==> src/rtl/wb_register_file.sv <==
// MEM/WB writeback register file with two combinational ID read ports and a post-reset clear sweep.
// Optional same-cycle WB->ID bypass is enabled by defining REGFILE_WB_BYPASS_EN.
module wb_register_file #(
  parameter int DATA_WIDTH = 32,
  parameter int ADDR_WIDTH = 5
) (
  input  logic                  clk,
  input  logic                  rst,
  input  logic                  inRegWrite,
  input  logic                  inMemToReg,
  input  logic [DATA_WIDTH-1:0] inReadData,
  input  logic [DATA_WIDTH-1:0] inALUResult,
  input  logic [ADDR_WIDTH-1:0] inWriteReg,
  input  logic [ADDR_WIDTH-1:0] inReadReg1,
  input  logic [ADDR_WIDTH-1:0] inReadReg2,
  output logic [DATA_WIDTH-1:0] outReadData1,
  output logic [DATA_WIDTH-1:0] outReadData2,
  output logic [DATA_WIDTH-1:0] outWBData,
  output logic                  outReady
);

  localparam int NUM_REGS = 2 ** ADDR_WIDTH;

  typedef enum logic [1:0] {
    CLEAR = 2'd0,
    RUN   = 2'd1
  } state_t;

  state_t                  state;
  logic [ADDR_WIDTH-1:0]   clrIdx;
  logic [DATA_WIDTH-1:0]   regs [NUM_REGS];

  logic                    wrEn;
  logic [ADDR_WIDTH-1:0]   wrAddr;
  logic [DATA_WIDTH-1:0]   wrData;

  assign outWBData = inMemToReg ? inReadData : inALUResult;

  always_ff @(posedge clk) begin
    if (!rst) begin
      state    <= CLEAR;
      clrIdx   <= '0;
      outReady <= 1'b0;
    end else begin
      case (state)
        CLEAR: begin
          clrIdx <= clrIdx + 1'b1;
          if (&clrIdx) begin
            state    <= RUN;
            outReady <= 1'b1;
          end
        end
        RUN: ;
        default: begin
          state    <= CLEAR;
          clrIdx   <= '0;
          outReady <= 1'b0;
        end
      endcase
    end
  end

  // The array has no reset; the sweep and user writes share one write port.
  always_comb begin
    wrEn   = 1'b0;
    wrAddr = inWriteReg;
    wrData = outWBData;
    if (rst) begin
      if (state == CLEAR) begin
        wrEn   = 1'b1;
        wrAddr = clrIdx;
        wrData = '0;
      end else if (state == RUN) begin
        wrEn = inRegWrite && (inWriteReg != '0);
      end
    end
  end

  always_ff @(posedge clk) begin
    if (wrEn) regs[wrAddr] <= wrData;
  end

  always_comb begin
    outReadData1 = '0;
    if (state == RUN && inReadReg1 != '0) begin
      outReadData1 = regs[inReadReg1];
`ifdef REGFILE_WB_BYPASS_EN
      if (inRegWrite && inWriteReg == inReadReg1) outReadData1 = outWBData;
`endif
    end
  end

  always_comb begin
    outReadData2 = '0;
    if (state == RUN && inReadReg2 != '0) begin
      outReadData2 = regs[inReadReg2];
`ifdef REGFILE_WB_BYPASS_EN
      if (inRegWrite && inWriteReg == inReadReg2) outReadData2 = outWBData;
`endif
    end
  end

endmodule

==> config.mk <==
export PLATFORM = sky130hd
export DESIGN_NAME = wb_register_file
export DESIGN_NICKNAME = d
export VERILOG_FILES = /design/src/rtl/wb_register_file.sv
export SDC_FILE = /design/constraint.sdc
export NUM_CORES = 1
export LEC_CHECK = 0
export ABC_CLOCK_PERIOD_IN_PS = 3700
export BUFFER_PORTS_ARGS = -buffer_cell sky130_fd_sc_hd__buf_2
export CAP_MARGIN = 20
export CORE_ASPECT_RATIO = 1.2
export CORE_MARGIN = 2
export CORE_UTILIZATION = 35
export DETAILED_ROUTE_END_ITERATION = 8
export GPL_TIMING_DRIVEN = 0
export PLACE_DENSITY = 0.49
export REMOVE_ABC_BUFFERS = 1
export SYNTH_ARGS = -nofsm -noshare
export SYNTH_HDL_FRONTEND = slang
export SYNTH_SLANG_ARGS = --single-unit
export TNS_END_PERCENT = 30
==> constraint.sdc <==
create_clock -name clk -period 3.7 [get_ports clk]
set_input_delay 0 -clock clk [delete_from_list [all_inputs] [get_ports clk]]
set_output_delay 0 -clock clk [all_outputs]
set_load 0.05 [all_outputs]
Word-level counts from Yosys, hierarchy flattened
Memory sizes are Yosys's and may differ from the RTL's.
Index checks and enable logic that the tools add are counted.

storage, ports and cells
  memories kept = 1
  flip-flop bits (word level) = 8
  input port bits = 83
  memory bits (writable) = 1024
  logic and storage cells = 34

memories
  name  words  bits a word  read ports  clocked after Yosys merged registers in  wr ports  RTL line  source
  regs  32     32           2           0                                        1         31        logic [DATA_WIDTH-1:0] regs [NUM_REGS];

cells by class
  eq/ne operators = 2
  bitwise gates (word level) = 1
  reductions and logical operators = 9
  muxes and demuxes = 17
  $add $sub $neg = 1

operators by type and width
  kind                                                 number
  two-way mux 32 bit                                   5
  nonzero test 5 bit                                   3
  two-way mux 5 bit                                    2
  case mux 5 bit (2 select lines)                      1
  two-way mux 1 bit                                    6
  adder 5 x 1 -> 5 bit, second input constant          1
  AND reduction 5 bit                                  1
  case mux 2 bit (2 select lines)                      1
  logical AND 1 bit                                    3
  equality test 2 x 1 -> 1 bit, second input constant  1
  zero test 2 bit                                      1
  two-way mux 2 bit                                    1
  != test 2 bit, second input constant                 1
  case mux 1 bit (2 select lines)                      1
  AND reduction 2 bit                                  1
  NOT 1 bit                                            1

Logic depth before layout (Yosys ltp)
  depth in word-level cells = 7
  gate-level depth with buffers = 8

Worst setup path before layout
No wires, ideal clock.

  path kind = register -> register
  start point = reg state[0]
  end point = mem regs[26][0], enable pin
  setup slack = 287 ps
  library setup time = 421 ps
  stages on the path, launching flop included = 7
  period minus slack after synthesis = 3413 ps
  buffers on the path = 2
  arrival time = 2992 ps
  cell sequence = dfxtp_1 > buf_2 > buf_2 > nand3_1 > o21ai_0 > nand3_1 > nor2_1

between the ends
  word-level cells in the longest chain between the ends = 6

ends and longest elaborated chain
  element                                  RTL line  source
  start: declaration                       29        state_t state;
  start signal: assignment                 41        state <= CLEAR;
  start signal: assignment                 49        state <= RUN;
  start signal: assignment                 55        state <= CLEAR;
  equality test 2 x 1 -> 1 bit             73        end else if (state == RUN) begin
  two-way mux 1 bit                        73
  two-way mux 1 bit                        69        if (state == CLEAR) begin
  two-way mux 1 bit                        68        if (rst) begin
  two-way mux 1 bit                        80        if (wrEn) regs[wrAddr] <= wrData;
  two-way mux 1 bit (not written as such)  80
  end: declaration                         31

Several ways; a longest one is shown, not always the timed one.

Worst setup path after layout
  start point = in inReadReg1[1]
  end point = out outReadData1[19]

between the ends
  word-level cells in the longest chain between the ends = 3

ends and longest elaborated chain
  element                                                                       RTL line  source
  start: declaration                                                            14        input logic [ADDR_WIDTH-1:0] inReadReg1,
  parallel branches: the longest is 2 deep, another holds memory (32 x 32 bit)  n/a
  two-way mux 32 bit (*)                                                        85        if (state == RUN && inReadReg1 != '0) begin
  end: declaration                                                              16        output logic [DATA_WIDTH-1:0] outReadData1,

Mark *: on every way between the ends.

==> flow_summary.toml <==
[setup_path]
rr_worst_depth = 5
crit_path_cell_trace = "buf_8 > buf_16 > buf_16 > nor2b_4 > buf_16 > buf_16 > a22oi_1 > a31oi_1 > nand4_1 > buf_2"
max_stage_delay_ps = 800
critPathRequiredTime_ps = 3700
cp.arrival_ps = 3470
path_max_fanout = 88
cp-start-kind = "input port"
crit_slowest_cell = "nor2b_4"
crit_path_frequent_cell = "buf_16"
crit_path_end_kind = "output pin"
worstSetupPathType = "input port to output pin"

[cts]
cts_buffers = 105
cts_buffer_depth = 3
clk_latency_ps = 690
clkSinkCount = 1030
clkTransAtPathRegs_ps = 60
cts_tree = "done"
htreeDepth = 3
cts_root_buffer = "clkbuf_16"

[grt]
grt_start_max_net_pins = 89
overflow = 0
grt_pass1_vias = 31671
antenna_found_initial = 3
grt_util_all_layers_pct = 23.74
grt_first_pass_wirelength_mm = 236.7

[synthesis]
ys.flop_type = "edfxtp_1"
netlist_area_um2 = 48750
yosys.area.top_type = "edfxtp_1"
synth_top_area_share_pct = 63.08
synth_cell_types = 48
ys_seq_elements = 1030
synth_most_common_cell = "edfxtp_1"
synth_edf_count = 1024
async_flop_share_pct = 0
synth_seq_area_share_pct = 63.32
syn_area_per_cell_um2 = 16.66
yosys_warnings = 0
ys_top_cells_by_count = "edfxtp_1, mux2i_1, mux4_2"
yosys-top-cells-area = "edfxtp_1, mux4_2, mux2i_1"
syn_inst = 2927

[outcome]
status = "complete, no violations"

[timing]
setup_viol_count_final = 0
setup_tns_ps = 0
period_share_pct = 93.72
fmax_mhz = 288.4
slew_headroom_pct = 22.59
final_critical_path_setup_slack_ps = 232.3
period_minus_slack_ps = 3468
clock_skew_ps = 20.04
rsz0062_at_grt = "false"
worstMarginPinSlew_ps = 1161
drv_slew = 0
hold_viol_final = 0

[place]
place_congestion = 0.7813
dp.cells = 4811
numPortBuffers = 179
place_ws_ps = -591.3
dp_hpwl_mm = 110.8

[final_layout]
drive_above_1_share_pct = 24.09
instances_no_fill = 5031
syn2layout_area_growth_pct = 17.32
nNetsFinal = 3207

[floorplanning]
die_width_um = 344.7
rows = 150
die-area_um2 = 142300
core-area_um2 = 138700
fp.dieH_um = 412.8
initial_core_util_pct = 35.15
ios = 180

[route]
via_per_inst = 6.036
first_pass_iters = 6
final_antenna_net_count = 0
drc = 0
drt_iter0_markers = 3244
route.vias.total = 30365
wirelength_mm = 171.1
wire_per_inst_um = 34.00

[pwr]
power.density_nw_per_um2 = 444.4
p_leak_nw = 19.66
ir_drop_uv = 319.5

[worst_hold_path]
hp-class = "input port to register"
hold_depth = 4

[job]
drv_cap = 0
[worst max-delay path: cells and delay by family]
kind,cells,cell delay [ps]
buffers and inverters,6,1830
AND/OR/NAND/NOR,2,1060
AO/OA/AOI/OAI,2,440
[registers in the layout, indices dropped and copies added (netlist names)]
signal and count:
regs 1024, clrIdx 5, state 1
[area by class of cell]
type	count	area [um^2]
sequential	1030	30870
antenna	3	7.507
clock buffer	136	2872
tap	1824	2282
fill	12286	81500
inverter	1	3.754
multi-input combinational	1663	16960
timing repair buffer	321	3797
clock inverter	53	399.1
[repair_timing]
item,4_1_cts,5_1_grt
endpoints found under the hold margin,6,0
resized for setup,2,0
hold buffers,1,0
cloned,1,0
setup endpoints to repair,561,13
buffers inserted,21,2
pin swaps,12,1
[per-layer routing]
metal	vias to the layer above	track usage (%)	part of all wire, %
met5	-	0	0
met4	0	9.793	3.9
met3	312	3.684	7.1
met2	1415	39.79	49
met1	16132	30.67	40
li1	12506	-	-
[logic make-up (layout without fill, tap and decap cells)]
group / after synthesis / count (layout) / synth area share, %
xor+xnor: 3 / 3 / 0.05391
mux: 811 / 811 / 23.29
compound gates: 395 / 395 / 5.711
simple gates: 451 / 452 / 4.789
other cells: 0 / 3 / 0
buf+inv: 235 / 511 / 2.780
fa+ha+maj: 2 / 2 / 0.05132
flops: 1030 / 1030 / 63.32
[placed cells by master (no fill, tap or decap), types with 4 or more instances in the layout]
cell type,count
edfxtp_1,1024
mux2i_1,525
mux4_2,241
a22oi_1,206
buf_2,173
nand3_1,151
clkbuf_16,111
nand2_1,108
a21oi_1,73
nand4_1,65
buf_12,62
a31oi_1,53
a22o_1,52
buf_16,47
nor2_4,39
and2_1,36
mux2_1,27
clkinv_1,27
clkbuf_1,25
buf_4,24
clkinv_2,14
buf_8,13
mux4_1,11
and3_1,10
nor2b_4,8
mux2_2,7
bufinv_16,6
dfxtp_1,5
clkinvlp_4,4
[final timing paths]
kind	endpoint	slack, ps	from
worst max-delay path	outReadData1[19]	230	inReadReg1[1]
worst max register to register	regs[27][21]	270	state[0]
worst min register to register	clrIdx[1]	580	clrIdx[1]
worst min-delay path	regs[14][8]	60	inALUResult[8]
[report_power, final]
part / internal, W / total (W) / switching [W]
combinational: 0.000758 / 0.00207 / 0.00131
sequential: 0.0130 / 0.0130 / 0.0000438
clock: 0.00584 / 0.0103 / 0.00446
[stage by stage]
step	hold slack (ps)	total power [W]	instance area [um^2]	utilization [%]
3_3_place_gp	349.3	0.01542	50580	36.47
6_report	61.61	0.02542	57190	41.24
2_1_floorplan	117.5	0.01426	47400	-
4_1_cts	77.10	0.02559	57100	41.17
5_1_grt	87.04	0.02611	57190	41.23
3_5_place_dp	377.7	0.01534	53640	38.67
No activity file was read; power rests on OpenSTA's default activity.
